## src/rtl/cpu_pkg.sv

```systemverilog
// Shared definitions for the 4-bit CPU: nibble width, default memory geometry
// and the program-loader state encoding.
package cpu_pkg;

    localparam int NIBBLE_W   = 4;
    localparam int DEF_WORD_W = 16;
    localparam int DEF_DEPTH  = 16;

    typedef enum logic [2:0] {
        S_IDLE    = 3'd0,
        S_COLLECT = 3'd1,
        S_WRITE   = 3'd2,
        S_DRAIN   = 3'd3,
        S_DONE    = 3'd4
    } load_state_e;

endpackage

```

## src/rtl/nibble_packer.sv

```systemverilog
// Shift register that assembles a memory word from nibbles, MSB nibble first,
// with a nibble counter that wraps to zero when a word completes.
module nibble_packer
    import cpu_pkg::*;
#(
    parameter int WORD_W = DEF_WORD_W
) (
    input  logic                clock,
    input  logic                reset,
    input  logic                clear_i,
    input  logic                shift_i,
    input  logic [NIBBLE_W-1:0] data_i,
    output logic [WORD_W-1:0]   next_o,
    output logic                full_o
);

    localparam int NIBBLES = WORD_W / NIBBLE_W;
    localparam int CNT_W   = $clog2(NIBBLES + 1);

    logic [WORD_W-1:0] word_q;
    logic [CNT_W-1:0]  cnt_q;
    logic [CNT_W-1:0]  cnt_base_s;

    // A clear starts a fresh word, so it acts as if the count and word were zero.
    always_comb begin
        cnt_base_s = clear_i ? CNT_W'(0) : cnt_q;
        full_o     = (cnt_base_s == CNT_W'(NIBBLES - 1));
        next_o     = ((clear_i ? WORD_W'(0) : word_q) << NIBBLE_W) | WORD_W'(data_i);
    end

    always_ff @(posedge clock) begin
        if (reset) begin
            word_q <= WORD_W'(0);
            cnt_q  <= CNT_W'(0);
        end else if (shift_i) begin
            word_q <= next_o;
            cnt_q  <= full_o ? CNT_W'(0) : cnt_base_s + CNT_W'(1);
        end else if (clear_i) begin
            word_q <= WORD_W'(0);
            cnt_q  <= CNT_W'(0);
        end
    end

endmodule

```

## src/rtl/prog_loader.sv

```systemverilog
// Program loader: packs a host nibble stream into words, writes them to
// program memory from address 0 and holds the CPU for the whole load.
module prog_loader
    import cpu_pkg::*;
#(
    parameter int WORD_W = DEF_WORD_W,
    parameter int DEPTH  = DEF_DEPTH,
    parameter int ADDR_W = 4
) (
    input  logic                clock,
    input  logic                reset,
    input  logic                in_valid,
    output logic                in_ready,
    input  logic [NIBBLE_W-1:0] in_data,
    input  logic                in_last,
    output logic                mem_we,
    output logic [ADDR_W-1:0]   mem_addr,
    output logic [WORD_W-1:0]   mem_wdata,
    output logic                cpu_hold,
    output logic                load_done,
    output logic                load_error,
    output logic [ADDR_W:0]     word_count
);

    load_state_e       state_q;
    logic [ADDR_W-1:0] addr_q;
    logic              last_q;
    logic              mem_we_q;
    logic [ADDR_W-1:0] mem_addr_q;
    logic [WORD_W-1:0] mem_wdata_q;
    logic              cpu_hold_q;
    logic              load_done_q;
    logic              load_error_q;
    logic [ADDR_W:0]   word_count_q;

    logic              accepting_s;
    logic              clear_s;
    logic              shift_s;
    logic              word_end_s;
    logic [WORD_W-1:0] next_word_s;

    always_comb begin
        case (state_q)
            S_IDLE, S_COLLECT, S_DRAIN: in_ready = 1'b1;
            default:                    in_ready = 1'b0;
        endcase
    end

    assign accepting_s = (state_q == S_IDLE) || (state_q == S_COLLECT);
    assign clear_s     = in_valid && (state_q == S_IDLE);
    assign shift_s     = in_valid && accepting_s;

    nibble_packer #(.WORD_W(WORD_W)) u_packer (
        .clock   (clock),
        .reset   (reset),
        .clear_i (clear_s),
        .shift_i (shift_s),
        .data_i  (in_data),
        .next_o  (next_word_s),
        .full_o  (word_end_s)
    );

    // Load FSM; write strobe, address and data are registered on the transfer
    // of a word's last nibble so they appear during the WRITE cycle.
    always_ff @(posedge clock) begin
        if (reset) begin
            state_q      <= S_IDLE;
            addr_q       <= ADDR_W'(0);
            last_q       <= 1'b0;
            mem_we_q     <= 1'b0;
            mem_addr_q   <= ADDR_W'(0);
            mem_wdata_q  <= WORD_W'(0);
            cpu_hold_q   <= 1'b0;
            load_done_q  <= 1'b0;
            load_error_q <= 1'b0;
            word_count_q <= (ADDR_W+1)'(0);
        end else begin
            mem_we_q    <= 1'b0;
            load_done_q <= 1'b0;
            case (state_q)
                S_IDLE, S_COLLECT: begin
                    if (in_valid) begin
                        if (state_q == S_IDLE) begin
                            word_count_q <= (ADDR_W+1)'(0);
                            load_error_q <= 1'b0;
                            addr_q       <= ADDR_W'(0);
                            cpu_hold_q   <= 1'b1;
                        end
                        if (word_end_s) begin
                            mem_we_q    <= 1'b1;
                            mem_addr_q  <= (state_q == S_IDLE) ? ADDR_W'(0) : addr_q;
                            mem_wdata_q <= next_word_s;
                            last_q      <= in_last;
                            state_q     <= S_WRITE;
                        end else if (in_last) begin
                            load_error_q <= 1'b1;
                            load_done_q  <= 1'b1;
                            state_q      <= S_DONE;
                        end else begin
                            state_q <= S_COLLECT;
                        end
                    end
                end
                S_WRITE: begin
                    word_count_q <= word_count_q + (ADDR_W+1)'(1);
                    // Saturate at the top so the address can never wrap.
                    if (addr_q != ADDR_W'(DEPTH - 1)) begin
                        addr_q <= addr_q + ADDR_W'(1);
                    end
                    if (last_q) begin
                        load_done_q <= 1'b1;
                        state_q     <= S_DONE;
                    end else if (addr_q == ADDR_W'(DEPTH - 1)) begin
                        load_error_q <= 1'b1;
                        state_q      <= S_DRAIN;
                    end else begin
                        state_q <= S_COLLECT;
                    end
                end
                S_DRAIN: begin
                    if (in_valid && in_last) begin
                        load_done_q <= 1'b1;
                        state_q     <= S_DONE;
                    end
                end
                S_DONE: begin
                    cpu_hold_q <= 1'b0;
                    state_q    <= S_IDLE;
                end
                default: begin
                    cpu_hold_q <= 1'b0;
                    state_q    <= S_IDLE;
                end
            endcase
        end
    end

    assign mem_we     = mem_we_q;
    assign mem_addr   = mem_addr_q;
    assign mem_wdata  = mem_wdata_q;
    assign cpu_hold   = cpu_hold_q;
    assign load_done  = load_done_q;
    assign load_error = load_error_q;
    assign word_count = word_count_q;

endmodule
```

## config.mk

```make
export PLATFORM = sky130hd
export DESIGN_NAME = prog_loader
export DESIGN_NICKNAME = d
export VERILOG_FILES = /design/src/rtl/cpu_pkg.sv /design/src/rtl/nibble_packer.sv /design/src/rtl/prog_loader.sv
export SDC_FILE = /design/constraint.sdc
export NUM_CORES = 1
export LEC_CHECK = 0
export ABC_AREA = 1
export BUFFER_PORTS_ARGS = -buffer_cell sky130_fd_sc_hd__buf_2
export CAP_MARGIN = 20
export CORE_MARGIN = 4
export CORE_UTILIZATION = 47
export DETAILED_ROUTE_END_ITERATION = 12
export PLACE_DENSITY_LB_ADDON = 0.2
export SLEW_MARGIN = 25
export SYNTH_ARGS = -nofsm -noshare
export SYNTH_HDL_FRONTEND = slang
export SYNTH_HIERARCHICAL = 1
export SYNTH_SLANG_ARGS = --single-unit
```

## constraint.sdc

```tcl
create_clock -name clock -period 4.8 [get_ports clock]
set_clock_uncertainty 0.15 [all_clocks]
set_input_delay 0.96 -clock clock [delete_from_list [all_inputs] [get_ports clock]]
set_output_delay 0.96 -clock clock [all_outputs]
set_load 0.1 [all_outputs]
```

==> results.toml, run 1 <==
[floorplan]
num_rows = 25
top_level_ports = 38
start_util_pct = 49.0
placeableCoreArea_um2 = 4790
die_h_um = 78.7
dieWidth_um = 78.7
dieArea_um2 = 6190

[min_path]
worstHoldPathType = "reg2reg"
worstHoldStart = "u_packer/cnt_q[2]"
hold_path_depth = 2
hold_end = "u_packer/cnt_q[2]"

[final_layout]
finalNonFillerCells = 425
seq_area_um2 = 1040
multi_input_area_um2 = 1030
fill_cells = 511
post-route-util_pct = 53.6
drive_above_1_share_pct = 15.9
postLayoutCellArea_um2 = 2570
areaGrowthSynthToFinish_pct = 9.38
diodes = 0
nets = 368

[clocking]
cts_buffers = 5
hold_buffers = 0
clk_transition_reported_paths_ns = 0.08
clock_latency_ns = 0.30
clkSinkCount = 52
clockBufferDepth = 2
htree_num_levels = 2
cts_tree = "done"
ctsResizeCount = 0
cts_setup_buffers = 0
cts.root.buffer_cell = "clkbuf_8"

[grt]
grt_pass1_vias = 1905
grtUsageTotal_pct = 17.0
grt_pass1_wl_mm = 8.42
grt_max_degree = 29
grt_antenna_before_repair = 0
gr-total-overflow = 0

[pwr]
combPwrFrac_pct = 13.8
switchingPower_uw = 228
pwr-share-clk_pct = 30.7
p_int_uw = 591
ir_drop_uv = 163
leakagePower_uw = 0.00130
power_frac_seq_pct = 55.5
swShare_pct = 27.8
power_density_nw_per_um2 = 319

[yosys]
synth_area_leaders = "dfxtp_1 (44%), nor2_1 (12%), nand2_1 (10%)"
synthArstFlopShare_pct = 0
syn_inst = 330
synth_top_area_share_pct = 44.3
yosysMostFrequentCell = "nor2_1"
synthDistinctLibCells = 30
synth.cells.most_frequent = "nor2_1 (76), nand2_1 (63), dfxtp_1 (52), inv_1 (31)"
ys_ff_latch = 52
ys_seq_area_share_pct = 44.3
synth_edf_count = 0
syn_area_per_cell_um2 = 7.11
yosys.area.top_type = "dfxtp_1"
syn_nets = 341
netlist_area_um2 = 2350
yosysWarnings = 6
synthFlopType = "dfxtp_1"

[setup_path]
worstPathRequired_ns = 4.84
path_buf_inv = 4
worstRegToRegCells = 10
r2r_end = "mem_addr[0]"
crit_chain = "buf_2 > nand3_1 > inv_1 > nor2_1 > ha_1 > a21boi_0 > inv_1 > nor2_4 > inv_4 > nand3_1 > o21ai_1"
cp_slowest_cell = "nor2_4"
critPathKind = "in2reg"
r2r_slack_ns = 1.90
crit_fanout = 20
cp-start-kind = "input pin"
slowest_delay_ns = 0.40
crit_arrival_ns = 3.05
r2r-start = "state_q[2]"
cp_top_family = "simple AND/OR/NAND/NOR gates"
endpoint_kind = "flip-flop"

[place]
port_buffers = 37
hpwlAfterDp_mm = 3.37
dpl.cell_count = 417
gp_congestion = 0.783
placedInstanceArea_um2 = 2480

[drt]
vias = 2045
post-route-drc-count = 0
via_per_inst = 4.81
drt_pre_antenna_iters = 4
drt_iter0_markers = 96
post_drt_wl_per_cell_um = 11.3
ant_nets = 0
drt-total-wl_mm = 4.79

[flow_run]
maxCapViolations = 0

[sta]
max_freq_mhz = 332
finalSetupTns_ns = 0
timing.final.crit_period_ns = 3.01
hold_viol = 0
fin_crit_sh_pct = 62.8
worst_slew_pin_slew_ns = 0.730
slew_violations = 0
hold_slack_ns = 0.315
relSlewSlack_pct = 51.0
finalSetupViolCount = 0
grt_setup_unrepaired = "false"

[outcome]
status = "finished, final reports clean"
## kinds of logic (layout without fill, tap and decap cells)
kind of cell,after synthesis,after routing,share of synthesized area [%]
and+or+nand+nor,176,176,31.4
adders and majority gates,3,3,1.60
buffers and inverters,52,80,11.7
xor gates and xnor gates,2,2,0.746
DFF,52,52,44.3
AOI/OAI and AO/OA,45,45,10.1
## per-stage QoR
| stage | power (uW) | setup WS, ns |
|---|---|---|
| after detailed placement | 578 | 1.49 |
| final | 819 | 1.79 |
| after CTS | 831 | 1.80 |
| after floorplan | 563 | 1.79 |
| after global placement | 577 | 1.59 |
| after global routing | 862 | 1.50 |
## flip-flops by register name, summed over array words and instances, names as in the netlist
register         cells
mem_addr             4
state_q              3
addr_q               4
mem_we               1
last_q               1
u_packer/cnt_q       3
cpu_hold             1
word_count           5
load_error           1
u_packer/word_q     12
mem_wdata           16
load_done            1
## layout make-up
type | count | area share (%)
Clock buffer | 8 | 3.51
Tap cell | 67 | 3.27
Multi-Input combinational cell | 226 | 40.2
Inverter | 35 | 5.31
Sequential cell | 52 | 40.5
Timing Repair Buffer | 37 | 7.21
## cell usage in the layout (no fill, tap or decap), types with 2 or more instances in the layout
cell / instances
inv_4: 2
nor2_1: 76
a21oi_1: 11
nor2_2: 7
buf_2: 37
nor2_4: 2
nand3_1: 24
o21ai_1: 6
clkbuf_1: 2
ha_1: 3
o21ai_0: 24
clkbuf_8: 6
nand2_1: 63
dfxtp_1: 52
inv_1: 31
## worst max-delay path by stage
stage,start,to,slack (ns),cells after the start
final,in_valid,mem_addr[0],1.79,11
after floorplan,state_q[1],in_ready,1.79,2
after detailed placement,in_valid,mem_wdata[12],1.49,11
after CTS,in_valid,mem_wdata[12],1.80,11
after global routing,state_q[2],mem_addr[0],1.50,10
after global placement,in_valid,mem_wdata[12],1.59,11
## power groups by stage
stage               Sequential (uW)  Clock [uW]  Combinational (uW)
floorplan                       489           0                74.2
global placement                465           0                 113
detailed placement              465           0                 113
CTS                             455         263                 114
global route                    457         277                 128
finish                          454         252                 113
## metal layers
layer	GRT usage (%)	part of all wire, %	up-vias
met2	28.8	47	38
met1	21.4	48	923
li1	-	-	1075
met4	5.77	1.4	0
met5	0	0	-
met3	3.67	4.3	9
## worst register-to-register path, delay by kind of cell, from the launching register on
family                 cells  cell delay [ns]
AO/OA/AOI/OAI              2             0.44
buffers and inverters      4             0.88
flip-flops                 1             0.37
AND/OR/NAND/NOR            4             0.93
(Power assumes the default switching activity.)
==> inputs of run 2 (changes only) <==
--- a/config.mk
+++ b/config.mk
@@ -5,7 +5,7 @@
 export SDC_FILE = /design/constraint.sdc
 export NUM_CORES = 1
 export LEC_CHECK = 0
-export ABC_AREA = 1
+export ABC_AREA = 0
 export BUFFER_PORTS_ARGS = -buffer_cell sky130_fd_sc_hd__buf_2
 export CAP_MARGIN = 20
 export CORE_MARGIN = 4
==> constraint.sdc (replaced) <==
create_clock -name clock -period 2.85 [get_ports clock]
set_clock_uncertainty 0.15 [all_clocks]
set_input_delay 0.57 -clock clock [delete_from_list [all_inputs] [get_ports clock]]
set_output_delay 0.57 -clock clock [all_outputs]
set_load 0.1 [all_outputs]
==> run 2 against run 1 <==
Effect of this change:
- total power is 56% higher
- die area is 0.62% lower
- sequential share of layout area is 0.81 points lower
- first-iteration DRC count is 18% lower
- worst setup slack worse by 1.4 ns
- critical endpoint is now mem_addr[2]
- highest routed layer unchanged
==> results.toml, run 2 <==
[final_layout]
layout_common_cells = "dfxtp_1 (52), nand2_1 (46), buf_2 (37), a21oi_1 (29), nor2b_1 (17)"
seq_area_um2 = 1040
fill_cells = 470
diodes = 0
multi_input_area_um2 = 1130
postLayoutCellArea_um2 = 2620
drive_above_1_share_pct = 21.8
nets = 303
largest_reg_flops = 16
areaGrowthSynthToFinish_pct = 12.4
final_common_cell = "dfxtp_1"
finalNonFillerCells = 360

[flow_run]
maxCapViolations = 0

[grt]
gr-max-usage-layer = "met2"
grt_antenna_before_repair = 0
met3_usage_pct = 2.87
grt_pass1_wl_mm = 8.09
use_met1_pct = 21.2
grt_pass1_vias = 1717
gr-total-overflow = 0
grtUsageTotal_pct = 16.1
grtUsageMet2_pct = 27.4
grt_max_degree = 24

[yosys]
synthDistinctLibCells = 51
ys_seq_area_share_pct = 44.7
syn_area_per_cell_um2 = 8.90
synth_top_area_share_pct = 44.7
yosys.area.top_type = "dfxtp_1"
netlist_area_um2 = 2330
syn_inst = 262
synthArstFlopShare_pct = 0
syn_nets = 273
ys_ff_latch = 52
synth_edf_count = 0
synth.cells.most_frequent = "dfxtp_1 (52), nand2_1 (46), a21oi_1 (29), nor2b_1 (17), nor2_1 (15)"
yosysMostFrequentCell = "dfxtp_1"
yosysWarnings = 6
synth_area_leaders = "dfxtp_1 (45%), nand2_1 (7.4%), a21oi_1 (6.2%)"
synthFlopType = "dfxtp_1"

[pwr]
power_frac_seq_pct = 58.1
swShare_pct = 25.6
power_uw = 1280
combPwrFrac_pct = 9.3
pwr-share-clk_pct = 32.6
power_density_nw_per_um2 = 487
ir_drop_uv = 262
switchingPower_uw = 326
leakagePower_uw = 0.00102
p_int_uw = 949

[drt]
via_per_inst = 5.15
post-route-drc-count = 0
ant_nets = 0
post_drt_wl_per_cell_um = 13.1
drt_iter0_markers = 79
drt_pre_antenna_iters = 4
vias = 1853
drt-total-wl_mm = 4.71

[place]
dpl.cell_count = 352
placedInstanceArea_um2 = 2530
gp_congestion = 0.810
pre_cts_ws_ns = 0.173
hpwlAfterDp_mm = 3.33
port_buffers = 37

[setup_path]
worstPathRequired_ns = 2.93
crit_fanout = 21
endpoint_kind = "flip-flop"
critPathKind = "reg2reg"
cp-start-kind = "flip-flop"
crit_arrival_ns = 2.50

[sta]
setup_ws_ns = 0.433
grt_setup_unrepaired = "false"
relSlewSlack_pct = 65.4
max_freq_mhz = 414
finalSetupViolCount = 0
timing.final.crit_period_ns = 2.42
slew_violations = 0
fin_crit_sh_pct = 84.8
finalSetupTns_ns = 0
hold_viol = 0
worst_slew_pin_slew_ns = 0.518

[clocking]
ctsResizeCount = 0
cts.root.buffer_cell = "clkbuf_8"
hold_buffers = 0
cts_buffers = 5
cts_setup_buffers = 0
clkSinkCount = 52
htree_num_levels = 2
clock_latency_ns = 0.29
clockBufferDepth = 2
clk_transition_reported_paths_ns = 0.10
cts_tree = "done"

[floorplan]
num_rows = 25
dieArea_um2 = 6150
dieWidth_um = 78.4
die_h_um = 78.4
top_level_ports = 38
start_util_pct = 49.0
placeableCoreArea_um2 = 4750

[min_path]
worstHoldPathType = "reg2reg"

[outcome]
status = "finished, final reports clean"
-- run 2: cell count changes after synthesis, sizes merged, moves of 17 or more --
cell and delta:
nor2 -69, nand3 -19, inv -32, a21oi +17
nand2 -18, o21ai -27, nor2b +17
-- run 2: power by group through the flow --
stage               Combinational [uW]  Clock (uW)  Sequential (uW)
floorplan                         81.1           0              777
global placement                   118           0              758
detailed placement                 119           0              758
CTS                                120         433              741
global route                       129         458              743
finish                             119         416              741
-- run 2: worst max-delay path: stages (launching register included) --
cell,delay (ns)
dfxtp_1,0.33
or4b_4,0.58
clkinv_2,0.11
nand2b_1,0.12
and2_1,0.25
nor4bb_4,0.38
buf_12,0.19
o211ai_1,0.10
a21oi_1,0.15
-- run 2: area by class of cell --
cell class | count | share of cell area (%)
repair buffers | 46 | 10.1
multi-input cells | 184 | 43.0
clock buffers | 5 | 2.63
clock inverters | 3 | 0.860
well taps | 67 | 3.20
inverters | 3 | 0.478
flip-flops and latches | 52 | 39.7
-- run 2: path summary, 6_finish.rpt --
path | startpoint | end | slack, ns | cells past startpoint
worst max register to register | state_q[0] | mem_addr[2] | 0.43 | 8
worst max-delay path | state_q[0] | mem_addr[2] | 0.43 | 8
worst min-delay path | mem_wdata[13] | mem_wdata[13] | 0.30 | 2
worst min register to register | mem_wdata[13] | mem_wdata[13] | 0.30 | 2
-- run 2: per-stage QoR --
step	hold slack (ns)	util, %
5_1_grt	0.322	55.1
3_3_place_gp	0.290	53.2
6_report	0.303	55.1
4_1_cts	0.306	55.1
2_1_floorplan	0.282	-
3_5_place_dp	0.292	53.2
-- run 2: cells by family (layout without fill, tap and decap cells) --
kind of cell    Yosys count  after routing  share of synthesized area, %
compound gates           61             61                          17.0
fa+ha+maj                 3              3                          1.61
buf+inv                  26             57                          7.03
flops                    52             52                          44.7
mux                      10             10                          4.40
simple gates            110            110                          25.3
-- run 2: per-layer routing --
metal | up-vias | routed length, um | part of all wire, %
met5 | - | 0 | 0
met1 | 866 | 2310 | 49
met2 | 22 | 2290 | 49
met4 | 0 | 22 | 0.47
met3 | 2 | 94 | 2.0
li1 | 963 | - | -
